**config.mk**
```make
export PLATFORM = sky130hd
export DESIGN_NAME = instr_loader_flat
export DESIGN_NICKNAME = d
export VERILOG_FILES = /design/src/rtl/instr_loader_pkg.sv /design/src/rtl/instr_loader_if.sv /design/src/rtl/instr_loader.sv /design/src/flat_wrapper.sv
export SDC_FILE = /design/constraint.sdc
export NUM_CORES = 1
export LEC_CHECK = 0
export CORE_ASPECT_RATIO = 0.9
export CORE_MARGIN = 2
export CORE_UTILIZATION = 30
export CTS_BUF_LIST = sky130_fd_sc_hd__clkbuf_4 sky130_fd_sc_hd__clkbuf_8
export CTS_CLUSTER_SIZE = 10
export DETAILED_ROUTE_END_ITERATION = 8
export PLACE_DENSITY = 0.55
export SLEW_MARGIN = 5
export SYNTH_ARGS = -nofsm -noshare
export SYNTH_HDL_FRONTEND = slang
export SYNTH_SLANG_ARGS = --single-unit
```
**constraint.sdc**
```tcl
create_clock -name clk -period 2.1 [get_ports clk]
set_clock_uncertainty 0.05 [all_clocks]
set_input_delay 0.21 -clock clk [delete_from_list [all_inputs] [get_ports clk]]
set_output_delay 0.21 -clock clk [all_outputs]
set_load 0.01 [all_outputs]
```
**src/rtl/instr_loader_pkg.sv**
```systemverilog
// Shared constants, FSM state encoding and length-clamp helper for the instruction loader.
package instr_loader_pkg;

  localparam int unsigned ADDR_W     = 5;
  localparam int unsigned BYTE_W     = 8;
  localparam int unsigned DATA_W     = 2 * BYTE_W;
  localparam int unsigned IMEM_DEPTH = 1 << ADDR_W;
  localparam int unsigned CNT_W      = ADDR_W + 1;

  typedef enum logic [2:0] {
    ST_IDLE = 3'd0,
    ST_LEN  = 3'd1,
    ST_HI   = 3'd2,
    ST_LO   = 3'd3,
    ST_WR   = 3'd4,
    ST_CSUM = 3'd5,
    ST_DONE = 3'd6,
    ST_ERR  = 3'd7
  } state_e;

  // LEN byte 0 means a full store; anything above the depth is clamped to it.
  function automatic logic [CNT_W-1:0] clamp_len(input logic [BYTE_W-1:0] n);
    if (n == '0 || 32'(n) > IMEM_DEPTH) return CNT_W'(IMEM_DEPTH);
    return CNT_W'(n);
  endfunction

endpackage

```
**src/rtl/instr_loader_if.sv**
```systemverilog
// Byte-stream input and instruction-store write port of the loader.
interface instr_loader_if;
  import instr_loader_pkg::*;

  logic [BYTE_W-1:0] rx_data;
  logic              rx_valid;
  logic              rx_ready;
  logic              mem_we;
  logic [ADDR_W-1:0] mem_addr;
  logic [DATA_W-1:0] mem_wdata;

  // Master: byte source and memory sink (UART/debug side, instruction store).
  modport master (
    output rx_data, rx_valid,
    input  rx_ready, mem_we, mem_addr, mem_wdata
  );

  // Slave: the loader itself.
  modport slave (
    input  rx_data, rx_valid,
    output rx_ready, mem_we, mem_addr, mem_wdata
  );
endinterface

```
**src/rtl/instr_loader.sv**
```systemverilog
// Loads a framed byte stream (LEN, hi/lo data pairs, XOR checksum) into the
// instruction store while holding the CPU stalled.
module instr_loader
  import instr_loader_pkg::*;
(
  input  logic             clk,
  input  logic             rst_n,
  input  logic             start,
  instr_loader_if.slave    bus,
  output logic             cpu_hold,
  output logic             load_done,
  output logic             load_err,
  output logic [CNT_W-1:0] words_loaded
);

  state_e state_q, state_d;

  logic [CNT_W-1:0]  idx_q, idx_d;
  logic [CNT_W-1:0]  len_q, len_d;
  logic [BYTE_W-1:0] hi_q, hi_d;
  logic [BYTE_W-1:0] csum_q, csum_d;

  logic              rx_ready_q, rx_ready_d;
  logic              mem_we_q, mem_we_d;
  logic [ADDR_W-1:0] mem_addr_q, mem_addr_d;
  logic [DATA_W-1:0] mem_wdata_q, mem_wdata_d;
  logic              cpu_hold_q, cpu_hold_d;
  logic              load_done_q, load_done_d;
  logic              load_err_q, load_err_d;

  logic xfer_c;
  logic start_ok_c;

  assign xfer_c     = bus.rx_valid && rx_ready_q;
  assign start_ok_c = start && ((state_q == ST_IDLE) || (state_q == ST_ERR));

  // State register
  always_ff @(posedge clk or negedge rst_n) begin
    if (!rst_n) state_q <= ST_IDLE;
    else        state_q <= state_d;
  end

  // Next-state logic
  always_comb begin
    state_d = state_q;
    unique case (state_q)
      ST_IDLE, ST_ERR: if (start_ok_c) state_d = ST_LEN;
      ST_LEN:          if (xfer_c) state_d = ST_HI;
      ST_HI:           if (xfer_c) state_d = ST_LO;
      ST_LO:           if (xfer_c) state_d = ST_WR;
      ST_WR:           state_d = ((idx_q + CNT_W'(1)) < len_q) ? ST_HI : ST_CSUM;
      ST_CSUM:         if (xfer_c) state_d = (bus.rx_data == csum_q) ? ST_DONE : ST_ERR;
      ST_DONE:         state_d = ST_IDLE;
      default:         state_d = ST_IDLE;
    endcase
  end

  // Output logic: decoded from the next state so every output is a register
  always_comb begin
    rx_ready_d  = state_d inside {ST_LEN, ST_HI, ST_LO, ST_CSUM};
    mem_we_d    = (state_d == ST_WR);
    cpu_hold_d  = state_d inside {ST_LEN, ST_HI, ST_LO, ST_WR, ST_CSUM, ST_ERR};
    load_done_d = (state_d == ST_DONE);
    load_err_d  = (state_d == ST_ERR);
    mem_addr_d  = mem_addr_q;
    mem_wdata_d = mem_wdata_q;
    if ((state_q == ST_LO) && xfer_c) begin
      mem_addr_d  = idx_q[ADDR_W-1:0];
      mem_wdata_d = {hi_q, bus.rx_data};
    end
  end

  // Datapath next values: word index, length, pending high byte, checksum
  always_comb begin
    idx_d  = idx_q;
    len_d  = len_q;
    hi_d   = hi_q;
    csum_d = csum_q;
    if (start_ok_c) begin
      idx_d  = '0;
      hi_d   = '0;
      csum_d = '0;
    end
    unique case (state_q)
      ST_LEN: if (xfer_c) len_d = clamp_len(bus.rx_data);
      ST_HI: if (xfer_c) begin
        hi_d   = bus.rx_data;
        csum_d = csum_q ^ bus.rx_data;
      end
      ST_LO:  if (xfer_c) csum_d = csum_q ^ bus.rx_data;
      ST_WR:  idx_d = idx_q + CNT_W'(1);
      default: ;
    endcase
  end

  always_ff @(posedge clk or negedge rst_n) begin
    if (!rst_n) begin
      idx_q       <= '0;
      len_q       <= '0;
      hi_q        <= '0;
      csum_q      <= '0;
      rx_ready_q  <= 1'b0;
      mem_we_q    <= 1'b0;
      mem_addr_q  <= '0;
      mem_wdata_q <= '0;
      cpu_hold_q  <= 1'b0;
      load_done_q <= 1'b0;
      load_err_q  <= 1'b0;
    end else begin
      idx_q       <= idx_d;
      len_q       <= len_d;
      hi_q        <= hi_d;
      csum_q      <= csum_d;
      rx_ready_q  <= rx_ready_d;
      mem_we_q    <= mem_we_d;
      mem_addr_q  <= mem_addr_d;
      mem_wdata_q <= mem_wdata_d;
      cpu_hold_q  <= cpu_hold_d;
      load_done_q <= load_done_d;
      load_err_q  <= load_err_d;
    end
  end

  assign bus.rx_ready  = rx_ready_q;
  assign bus.mem_we    = mem_we_q;
  assign bus.mem_addr  = mem_addr_q;
  assign bus.mem_wdata = mem_wdata_q;
  assign cpu_hold      = cpu_hold_q;
  assign load_done     = load_done_q;
  assign load_err      = load_err_q;
  assign words_loaded  = idx_q;

endmodule

```
**src/flat_wrapper.sv**
```systemverilog
// flat-port wrapper written by rule: the top's interface ports become plain ports
module instr_loader_flat import instr_loader_pkg::*;
  (clk, rst_n, start, cpu_hold, load_done, load_err, words_loaded, bus_rx_data, bus_rx_valid, bus_rx_ready, bus_mem_we, bus_mem_addr, bus_mem_wdata);
  instr_loader_if bus_i ();
  input  logic clk;
  input  logic rst_n;
  input  logic start;
  output logic cpu_hold;
  output logic load_done;
  output logic load_err;
  output logic [CNT_W-1:0] words_loaded;
  input wire logic [$bits(bus_i.rx_data)-1:0] bus_rx_data;
  input wire logic [$bits(bus_i.rx_valid)-1:0] bus_rx_valid;
  output wire logic [$bits(bus_i.rx_ready)-1:0] bus_rx_ready;
  output wire logic [$bits(bus_i.mem_we)-1:0] bus_mem_we;
  output wire logic [$bits(bus_i.mem_addr)-1:0] bus_mem_addr;
  output wire logic [$bits(bus_i.mem_wdata)-1:0] bus_mem_wdata;
  assign bus_i.rx_data = bus_rx_data;
  assign bus_i.rx_valid = bus_rx_valid;
  assign bus_rx_ready = bus_i.rx_ready;
  assign bus_mem_we = bus_i.mem_we;
  assign bus_mem_addr = bus_i.mem_addr;
  assign bus_mem_wdata = bus_i.mem_wdata;
  instr_loader u_core (.clk(clk), .rst_n(rst_n), .start(start), .bus(bus_i), .cpu_hold(cpu_hold), .load_done(load_done), .load_err(load_err), .words_loaded(words_loaded));
endmodule
```
=== Word-level counts from Yosys, hierarchy flattened ===
Index checks and enable logic that the tools add are counted.

* Logic and storage cells: 65
* Bits of input ports: 12
* Output and inout bits: 32
* Register bits: 57

* Muxes and demuxes: 21
* Eq/ne operators: 15
* $add $sub $neg: 1
* Reductions and logical operators: 13
* $lt $le $gt $ge: 2
* Bitwise gates (word level): 1

{| class="wikitable"
|+ Operators with widths
! kind !! number
|-
| 8-bit 2-to-1 mux || 6
|-
| 3-bit equality test (second input constant) || 8
|-
| 6-bit 2-to-1 mux || 4
|-
| 3-bit case mux with 7 select lines || 1
|-
| 3-bit 2-to-1 mux || 6
|-
| 3-bit by 2-bit equality test with 1-bit output (second input constant) || 4
|-
| 8-bit equality test || 1
|-
| 8-bit by 6-bit greater-than comparator with 1-bit output (second input constant) || 1
|-
| 8-bit logical NOT || 1
|-
| 8-bit XOR || 1
|-
| 6-bit by 1-bit adder with 6-bit output (second input constant) || 1
|-
| 3-bit by 1-bit equality test with 1-bit output (second input constant) || 2
|-
| 6-bit less-than comparator || 1
|-
| 6-bit nonzero test || 1
|-
| 1-bit 2-to-1 mux || 4
|-
| 4-bit nonzero test || 1
|-
| 2-bit OR reduction || 2
|-
| 1-bit logical AND || 3
|-
| 3-bit logical NOT || 1
|-
| 1-bit logical OR || 2
|-
| 2-bit AND reduction || 1
|-
| 2-bit nonzero test || 1
|}

=== Depth between registers and ports, before layout ===
Gate-level depths: netlist of the first run.

* Depth after elaboration: 7
* Gate-level depth with buffers: 7
* Mapped depth without buffers: 7

=== Least setup slack after synthesis of the first run ===
No wires, ideal clock.

* Path kind: register -> register
* From: register u_core.idx_q[2] (netlist: u_core.words_loaded[2])
* To: register u_core.state_q[0]
* Stages on the path, launching flop included: 8
* Path slack: 0.009 ns
* Setup time: 0.166 ns
* Period minus slack after synthesis: 2.091 ns
* Arrival time: 1.875 ns
* Path buffers: 1
* Required time: 1.884 ns
* Cell sequence: dfrtp_1 > clkbuf_1 > nand3_1 > xnor2_1 > ha_1 > a2111oi_0 > o2bb2ai_1 > o211ai_1

* Longest elaborated chain between the ends: 4

{| class="wikitable"
|+ Ends and longest elaborated chain
! item !! RTL line !! text
|-
| from (decl) || instr_loader.sv:18 || <nowiki>logic [CNT_W-1:0] idx_q, idx_d;</nowiki>
|-
| from (signal assigned) || instr_loader.sv:110 || <nowiki>idx_q <= idx_d;</nowiki>
|-
| 6-bit by 1-bit adder with 6-bit output || instr_loader.sv:51 || <nowiki>ST_WR: state_d = ((idx_q + CNT_W'(1)) < len_q) ? ST_HI : ST_CSUM;</nowiki>
|-
| 6-bit less-than comparator || instr_loader.sv:51 ||
|-
| 3-bit 2-to-1 mux || instr_loader.sv:51 ||
|-
| 3-bit case mux with 7 select lines || instr_loader.sv:46 || <nowiki>unique case (state_q)</nowiki>
|-
| named net u_core.state_d[0] || instr_loader.sv:16 || <nowiki>state_e state_q, state_d;</nowiki>
|-
| to (signal assigned) || instr_loader.sv:40 || <nowiki>else state_q <= state_d;</nowiki>
|-
| to (decl) || instr_loader.sv:16 ||
|}

The timed path passes the listed nets, and every way through them passes these cells.
A chain may end at the register's enable or synchronous reset.

=== Worst setup path after layout of the first run ===
* From: register u_core.state_q[2]
* To: register u_core.state_q[0]

* Longest elaborated chain between the ends: 5
* Elaborated cells between the ends (all ways): 13
* Classes of those cells: eq/ne: 7; mux: 2; reduce/logical: 4

{| class="wikitable"
|+ Ends and longest elaborated chain
! item !! RTL line !! text
|-
| 3-bit equality test / 3-bit logical NOT (equally long branches) || instr_loader.sv:35, instr_loader.sv:46 ||
|-
| 1-bit logical OR || instr_loader.sv:35 || <nowiki>assign start_ok_c = start && ((state_q == ST_IDLE) || (state_q == ST_ERR));</nowiki>
|-
| 1-bit logical AND || instr_loader.sv:35 ||
|-
| 3-bit 2-to-1 mux || instr_loader.sv:47 || <nowiki>ST_IDLE, ST_ERR: if (start_ok_c) state_d = ST_LEN;</nowiki>
|-
| 3-bit case mux with 7 select lines (*) || instr_loader.sv:46 ||
|-
| named net u_core.state_d[0] || instr_loader.sv:16 ||
|}

The timed path passes the listed nets; every way through them passes the cells marked *.

==> summary.md, run 1 <==
| Metric | Value |
|---|---|
| Hold/Removal Path Class | `input port to asynchronous set/reset pin` |
| Grt total ovfl | `0` |
| Slew at the pin with the worst max-slew slack | `0.689 ns` |
| Post-Syn Area | `0.00273 mm²` |
| Crit path required time | `2.23 ns` |
| Crit start category | `register` |
| Vias in the first global route | `2,391` |
| DP Cell Count | `~460` |
| Initial core utilization | `30.4%` |
| Hold_ws | `0.355 ns` |
| First-pass GRT wire length | `11,600 µm` |
| Layout area overhead | `35.4%` |
| Fin cells | `474` |
| Final Hold Viols | `0` |
| Fin crit share | `92.9%` |
| Post-synth EDFFs | `0` |
| Die area | `0.00989 mm²` |
| Cell Area, Placed | `0.00346 mm²` |
| Via count | `about 2,300` |
| RR Startpoint | `u_core.state_q[2]$_DFF_PN0_` |
| CTS HTree Levels | `3` |
| Peak VDD IR | `between 300 and 400 µV` |
| Maximum buffer depth of the clock tree | `2` |
| PD cells | `1270 mW/mm²` |
| Yosys warnings | `0` |
| CP bufs+invs | `1` |
| Worst-path clk slew | `about 0.07 ns` |
| Yosys reg bits | `57` |
| Root Driver | `clkbuf_8` |
| Ant diodes | `0` |
| Vias per inst | `between 4 and 5` |
| Sink Count | `57` |
| Critical Path AT | `2.08 ns` |
| Post-detail-place hpwl | `4820 µm` |
| Asr flop ratio synth | `100%` |
| Slew HR | `52.9%` |
| Nets | `365` |
| Unique cell type count in the Yosys netlist | `43` |
| Outcome | `finished clean` |
| Final ANT Viol Nets | `0` |
| Setup Buffers After CTS | `0` |
| Largest net degree at the start of global routing | `38` |
| CP max stage cell | `a2111oi_0` |
| Post-Syn Instances | `281` |
| Crit path kind | `register to register` |
| CTS tree | `yes` |
| Ports | `44` |
| Per-cell routed wire length | `14.5 µm` |
| Setup violations, final | `0` |
| Worst Setup SP | `u_core.state_q[2]$_DFF_PN0_` |
| Final WL | `6860 µm` |
| Fillcell total | `933` |
| Drt drc | `0` |
| Share of Yosys cell area claimed by the top area cell type | `52.2%` |
| Share of post-route cells with drive strength above 1 | `15.1%` |
| Max Fclk | `between 500 and 600 MHz` |
| Cell type contributing the most total cell area after synthesis | `dfrtp_1` |
| Main synth FF type | `dfrtp_1` |
| Synth top area cells | `dfrtp_1 52%, nand2_1 10%, a22o_1 4.2%, xnor2_1 3.8%, ha_1 2.7%` |
| Clk Latency, worst-skew pair | `0.33 ns` |
| Syn_nets | `299` |
| RD Place Congestion | `0.916` |
| Finished Cell Area | `0.00370 mm²` |
| Die Height | `94.5 µm` |
| Crit path max-delay family | `compound AO/OA/AOI/OAI gates` |
| Iteration-0 DRC Markers | `109` |
| Synth cell count leaders | `73 x nand2_1, 57 x dfrtp_1, 20 x nor2_1, 13 x a22o_1, 12 x xnor2_1` |
| Count leader, synth | `nand2_1` |
| RSZ-0062 raised after global routing | `false` |
| CP Max Fanout | `11` |
| Port-buffer cells | `43` |
| Seq/Total Area, Yosys | `52.2%` |
| Initial antenna violation count | `0` |
| P_leak | `between 1.5 and 2 nW` |
| Crit-path cells | `nand4b_1 > nor2_1 > a2111oi_0 > buf_4 > o211ai_1` |
| GRT busiest layer | `met2` |
| Met1 GRT Util | `a little under a fifth` |
| Maxcap violations | `0` |
| Number of iterations in the first detailed-routing pass | `4` |
| Clock buffer count from CTS | `9` |
| Total track usage | `15.2%` |
| Placement row count | `33` |
| Chip Width | `105 µm` |
| Slew Limit Fails | `0` |
| Avg Inst Size Synth | `9.72 µm²` |
| Met2 usage | `roughly a quarter` |
| Met3 GRT Util | `~4.1%` |
| Worst path max stage delay | `0.64 ns` |
| CP endpoint kind | `register` |
| Core area | `0.00900 mm²` |
| Post-route minimum period | `1.95 ns` |
registers in the layout (all words and copies together), names as in the netlist:
| name | count |
|---|---|
| u_core.bus.mem_addr | 5 |
| u_core.bus.mem_wdata | 16 |
| u_core.bus.mem_we | 1 |
| u_core.bus.rx_ready | 1 |
| u_core.cpu_hold | 1 |
| u_core.csum_q | 8 |
| u_core.hi_q | 8 |
| u_core.len_q | 6 |
| u_core.load_done | 1 |
| u_core.load_err | 1 |
| u_core.state_q | 3 |
| u_core.words_loaded | 6 |
worst reg2reg max path: cells and delay by family, from the launching register on:
kind                   cells  cell delay (ns)
AO/OA/AOI/OAI              2             0.73
buffers and inverters      1             0.23
flip-flops                 1             0.53
AND/OR/NAND/NOR            2             0.27
where the power goes:
part	total [mW]	switching, mW	internal, mW
logic	1.80	0.816	0.986
clock network	1.04	0.419	0.617
registers	1.86	0.343	1.52
total	4.70	1.58	3.12
through the flow:
| step | setup TNS, ns | worst slack (ns) | power (mW) | utilization [%] |
|---|---|---|---|---|
| 3_3_place_gp | 0 | 0.127 | 3.65 | 38.5 |
| 4_1_cts | 0 | 0.00999 | 4.74 | 40.8 |
| 2_1_floorplan | 0 | 0.00885 | 2.83 | - |
| 6_report | 0 | 0.150 | 4.70 | 41.1 |
| 3_5_place_dp | -0.00164 | -0.00164 | 3.67 | 38.5 |
| 5_1_grt | 0 | 0.00778 | 5.06 | 41.1 |
cells in the final DEF, fill, tap and decap left out, types with 3 or more instances in the layout:
| master | n |
|---|---|
| xor2_1 | 6 |
| a211o_1 | 7 |
| buf_4 | 25 |
| clkbuf_4 | 3 |
| inv_1 | 7 |
| nand4_1 | 4 |
| nand3_1 | 6 |
| ha_1 | 5 |
| xnor2_1 | 12 |
| nand2_1 | 73 |
| nor3b_1 | 8 |
| clkdlybuf4s50_1 | 42 |
| dfrtp_1 | 56 |
| clkbuf_8 | 10 |
| a22o_1 | 13 |
| o21ai_0 | 6 |
| nor2_1 | 20 |
| nor3_1 | 4 |
| a21oi_1 | 5 |
routing by layer:
layer | share of wire (%) | routed length (µm)
met5 | 0 | 0
met4 | 1.8 | 126
met3 | 4.3 | 295
met2 | 47 | 3210
met1 | 47 | 3220
area by class of cell:
cell class | count | area, µm² | share of cell area (%)
Multi-Input combinational cell | 200 | 1230 | 33.2
Clock inverter | 3 | 40.0 | 1.08
Timing Repair Buffer | 71 | 663 | 17.9
Inverter | 8 | 30.0 | 0.811
Clock buffer | 13 | 160 | 4.33
Sequential cell | 57 | 1430 | 38.6
Tap cell | 122 | 153 | 4.12
final timing paths:
check | depth (start not counted) | slack, ns | endpoint
worst max-delay path | 5 | 0.15 | u_core.state_q[0]$_DFF_PN0_
worst min-delay path | 2 | 0.35 | u_core.csum_q[4]$_DFF_PN0_
worst max register to register | 5 | 0.15 | u_core.state_q[0]$_DFF_PN0_
worst min register to register | 2 | 0.42 | u_core.bus.mem_addr[3]$_DFFE_PN0P_
max in group asynchronous | 3 | 1.05 | u_core.words_loaded[0]$_DFFE_PN0P_
min in group clk | 2 | 0.42 | u_core.bus.mem_addr[3]$_DFFE_PN0P_
cell families (layout without fill, tap and decap cells):
group	after synthesis	in the layout	synth area share [%]
buffers and inverters	24	95	3.89
AOI/OAI and AO/OA	45	45	12.3
muxes	2	2	0.778
xor gates and xnor gates	18	18	5.77
adders and majority gates	6	6	2.75
DFF	57	57	52.2
and+or+nand+nor	129	129	22.3
what timing repair did:
| action | in CTS | in global routing |
|---|---|---|
| hold buffers | 1 | 0 |
| endpoints found under the setup margin | 0 | 3 |
| endpoints found under the hold margin | 20 | 0 |
| resized for setup | 0 | 6 |
(Power assumes the default switching activity.)
==> run 2, diff against run 1 <==
Settings changed: CELL_PAD_IN_SITES_DETAIL_PLACEMENT set to 0, CELL_PAD_IN_SITES_GLOBAL_PLACEMENT set to 2, CORE_MARGIN 2 to unset, HOLD_SLACK_MARGIN set to 0.05, PLACE_DENSITY 0.55 to 0.78.
==> run 2 against run 1 <==
Flip-flop and latch count did not move. Critical endpoint unchanged. Die area decreased by 4.0%. Non-clock buffer count is 1 higher. Cell count decreased by 0.84%. Global-route usage is 0.91 points higher. Via count fell by 2.3%. Critical path depth grew 2. Power fell by 0.79%.
==> summary.md, run 2 (synthesized netlist as in run 1, its figures left out) <==
| Metric | Value |
|---|---|
| Grt total ovfl | `0 (unchanged)` |
| P_leak | `1.74 nW (-0.68%)` |
| Fin cells | `470 (-0.84%)` |
| CP endpoint kind | `register` |
| DP Worst Slack | `0.0328 ns (+0.0344 ns)` |
| Initial antenna violation count | `0 (unchanged)` |
| Commonest non-fill, non-tap cell in the layout | `nand2_1` |
| Total Power | `4.66 mW (-0.79%)` |
| Iteration-0 DRC Markers | `105 (-3.7%)` |
| Outcome | `finished clean` |
| Placement row count | `32 (-3.0%)` |
| Fillcell total | `854 (-8.5%)` |
| Slew HR | `62.3% (+9.4 points)` |
| First-pass GRT wire length | `11,500 µm (-1.2%)` |
| Maxcap violations | `0 (unchanged)` |
| Crit path required time | `2.26 ns (+0.03 ns)` |
| Clock buffer count from CTS | `9 (unchanged)` |
| Final ANT Viol Nets | `0 (unchanged)` |
| Most frequent cells in the layout | `73 x nand2_1, 56 x dfrtp_1, 42 x clkdlybuf4s50_1, 26 x buf_4, 20 x nor2_1` |
| Chip Width | `103 µm (-1.9%)` |
| Per-cell routed wire length | `14.5 µm (+0.10%)` |
| Die Height | `92.5 µm (-2.1%)` |
| Slew at the pin with the worst max-slew slack | `0.564 ns (-0.124 ns)` |
| Clk Latency, worst-skew pair | `0.33 ns (about the same)` |
| Reg2Reg Depth | `7 (+2)` |
| Ports | `44 (unchanged)` |
| Ant diodes | `0 (unchanged)` |
| Via count | `2,208 (-2.3%)` |
| Drt drc | `0 (unchanged)` |
| Setup TNS Final | `0 ns (unchanged)` |
| Die area | `0.00949 mm² (-4.0%)` |
| Peak VDD IR | `470 µV (+22%)` |
| Root Driver | `clkbuf_8` |
| Total track usage | `16.1% (+0.91 points)` |
| Cell Area, Placed | `0.00347 mm² (+0.11%)` |
| Largest net degree at the start of global routing | `58 (+53%)` |
| Vias in the first global route | `2,243 (-6.2%)` |
| Maximum buffer depth of the clock tree | `2 (unchanged)` |
| CP Max Fanout | `5 (-6)` |
| Port-buffer cells | `43 (unchanged)` |
| R2R Path End | `u_core.state_q[0]$_DFF_PN0_` |
| Final Hold Viols | `0 (unchanged)` |
| RD Place Congestion | `0.777 (-15%)` |
| Finished Cell Area | `0.00367 mm² (-0.85%)` |
| Worst-path clk slew | `0.07 ns (about the same)` |
| Crit path kind | `register to register` |
| Post-detail-place hpwl | `4650 µm (-3.7%)` |
| Critical Path AT | `2.09 ns (about the same)` |
| Setup violations, final | `0 (unchanged)` |
| Final WL | `6810 µm (-0.74%)` |
| Crit start category | `register` |
| Number of iterations in the first detailed-routing pass | `4 (unchanged)` |
| Sink Count | `57 (unchanged)` |
| RR Startpoint | `u_core.words_loaded[0]$_DFFE_PN0P_` |
| Hold/Removal Path Class | `input port to asynchronous set/reset pin` |
| Core area | `0.00869 mm² (-3.5%)` |
| CTS HTree Levels | `3 (unchanged)` |
| Layout area overhead | `34.3%` |
| Max reg flops | `16 (unchanged)` |
| Setup WS post-layout | `0.173 ns (+0.0234 ns)` |
| CTS tree | `yes` |
| Nets | `366 (+0.27%)` |
| PD cells | `1270 mW/mm² (about the same)` |
| DP Cell Count | `455 (-0.44%)` |
| R2R Setup Slk | `0.17 ns (+0.02 ns)` |
| Slew Limit Fails | `0 (unchanged)` |
| RSZ-0062 raised after global routing | `false` |
| Max Fclk | `519 MHz (+1.2%)` |
| Share of post-route cells with drive strength above 1 | `14.5% (-0.53 points)` |
| Post-route minimum period | `1.93 ns (-0.0234 ns)` |
| Vias per inst | `4.70 (-1.5%)` |
| Initial core utilization | `31.5% (+1.1 points)` |
| Fin crit share | `91.8% (-1.1 points)` |
| Setup Buffers After CTS | `0 (unchanged)` |
==> run 2: cell count changes in the layout (fill, tap and decap cells not counted) <==
cell and change:
a2111oi_1 +1, a2111oi_2 +1, buf_4 +1, clkinv_2 +1
o2bb2ai_1 +1, o2bb2ai_2 -1, a2111oi_4 -1, clkbuf_4 -3
a2111oi_0 -1
==> run 2: power breakdown <==
part / leakage (nW) / internal (mW) / switching (mW) / total (mW)
clock: 0.0978 / 0.560 / 0.421 / 0.981
combinational: 0.900 / 1.00 / 0.809 / 1.81
sequential: 0.748 / 1.52 / 0.351 / 1.87
total: 1.74 / 3.08 / 1.58 / 4.66
==> run 2: metrics by stage <==
| step | util (%) | hold WS [ns] |
|---|---|---|
| 3_3_place_gp | 39.9 | 0.191 |
| 2_1_floorplan | - | -0.136 |
| 3_5_place_dp | 39.9 | 0.191 |
| 5_1_grt | 42.2 | 0.395 |
| 6_report | 42.2 | 0.378 |
| 4_1_cts | 42.1 | 0.369 |
==> run 2: how the worst max path moves through the flow <==
stage / cells past startpoint / end / slack, ns / start
3_5_place_dp: 7 / u_core.state_q[2]$_DFF_PN0_ / 0.03 / u_core.words_loaded[1]$_DFFE_PN0P_
6_report: 7 / u_core.state_q[0]$_DFF_PN0_ / 0.17 / u_core.words_loaded[0]$_DFFE_PN0P_
4_1_cts: 7 / u_core.state_q[2]$_DFF_PN0_ / 0.04 / u_core.words_loaded[1]$_DFFE_PN0P_
5_1_grt: 7 / u_core.state_q[0]$_DFF_PN0_ / 0.03 / u_core.words_loaded[0]$_DFFE_PN0P_
2_1_floorplan: 7 / u_core.state_q[0]$_DFF_PN0_ / 0.009 / u_core.words_loaded[2]$_DFFE_PN0P_
3_3_place_gp: 6 / u_core.cpu_hold$_DFF_PN0_ / 0.007 / bus_rx_valid
==> run 2: routing by layer <==
| layer | part of all wire (%) | global-route usage [%] | routed length (µm) | vias to the layer above |
|---|---|---|---|---|
| li1 | - | - | - | 1096 |
| met1 | 51 | 22.7 | 3460 | 1054 |
| met2 | 43 | 23.3 | 2960 | 50 |
| met3 | 4.4 | 4.60 | 297 | 8 |
| met4 | 1.3 | 5.95 | 89 | 0 |
| met5 | 0 | 0 | 0 | - |
==> run 2: area by class of cell <==
cell class,instances,area [µm²],share of cell area [%]
clock buffer,10,138,3.75
sequential,57,1430,38.9
inverter,8,30.0,0.818
multi-input combinational,200,1210,33.0
timing repair buffer,72,671,18.3
tap,119,149,4.06
clock inverter,4,45.0,1.23
==> run 2: critical path: stages, from the launching register on <==
cell       delay (ns)
dfrtp_1          0.42
ha_2             0.24
nand3_1          0.10
xnor2_1          0.17
ha_1             0.22
a2111oi_2        0.29
o2bb2ai_1        0.20
o211ai_1         0.13
==> run 2: timing repair <==
item | CTS | global route
cloned | 0 | 0
hold buffers | 1 | 0
endpoints found under the hold margin | 57 | 0
gates resized for setup | 1 | 4
setup endpoints to repair | 2 | 5
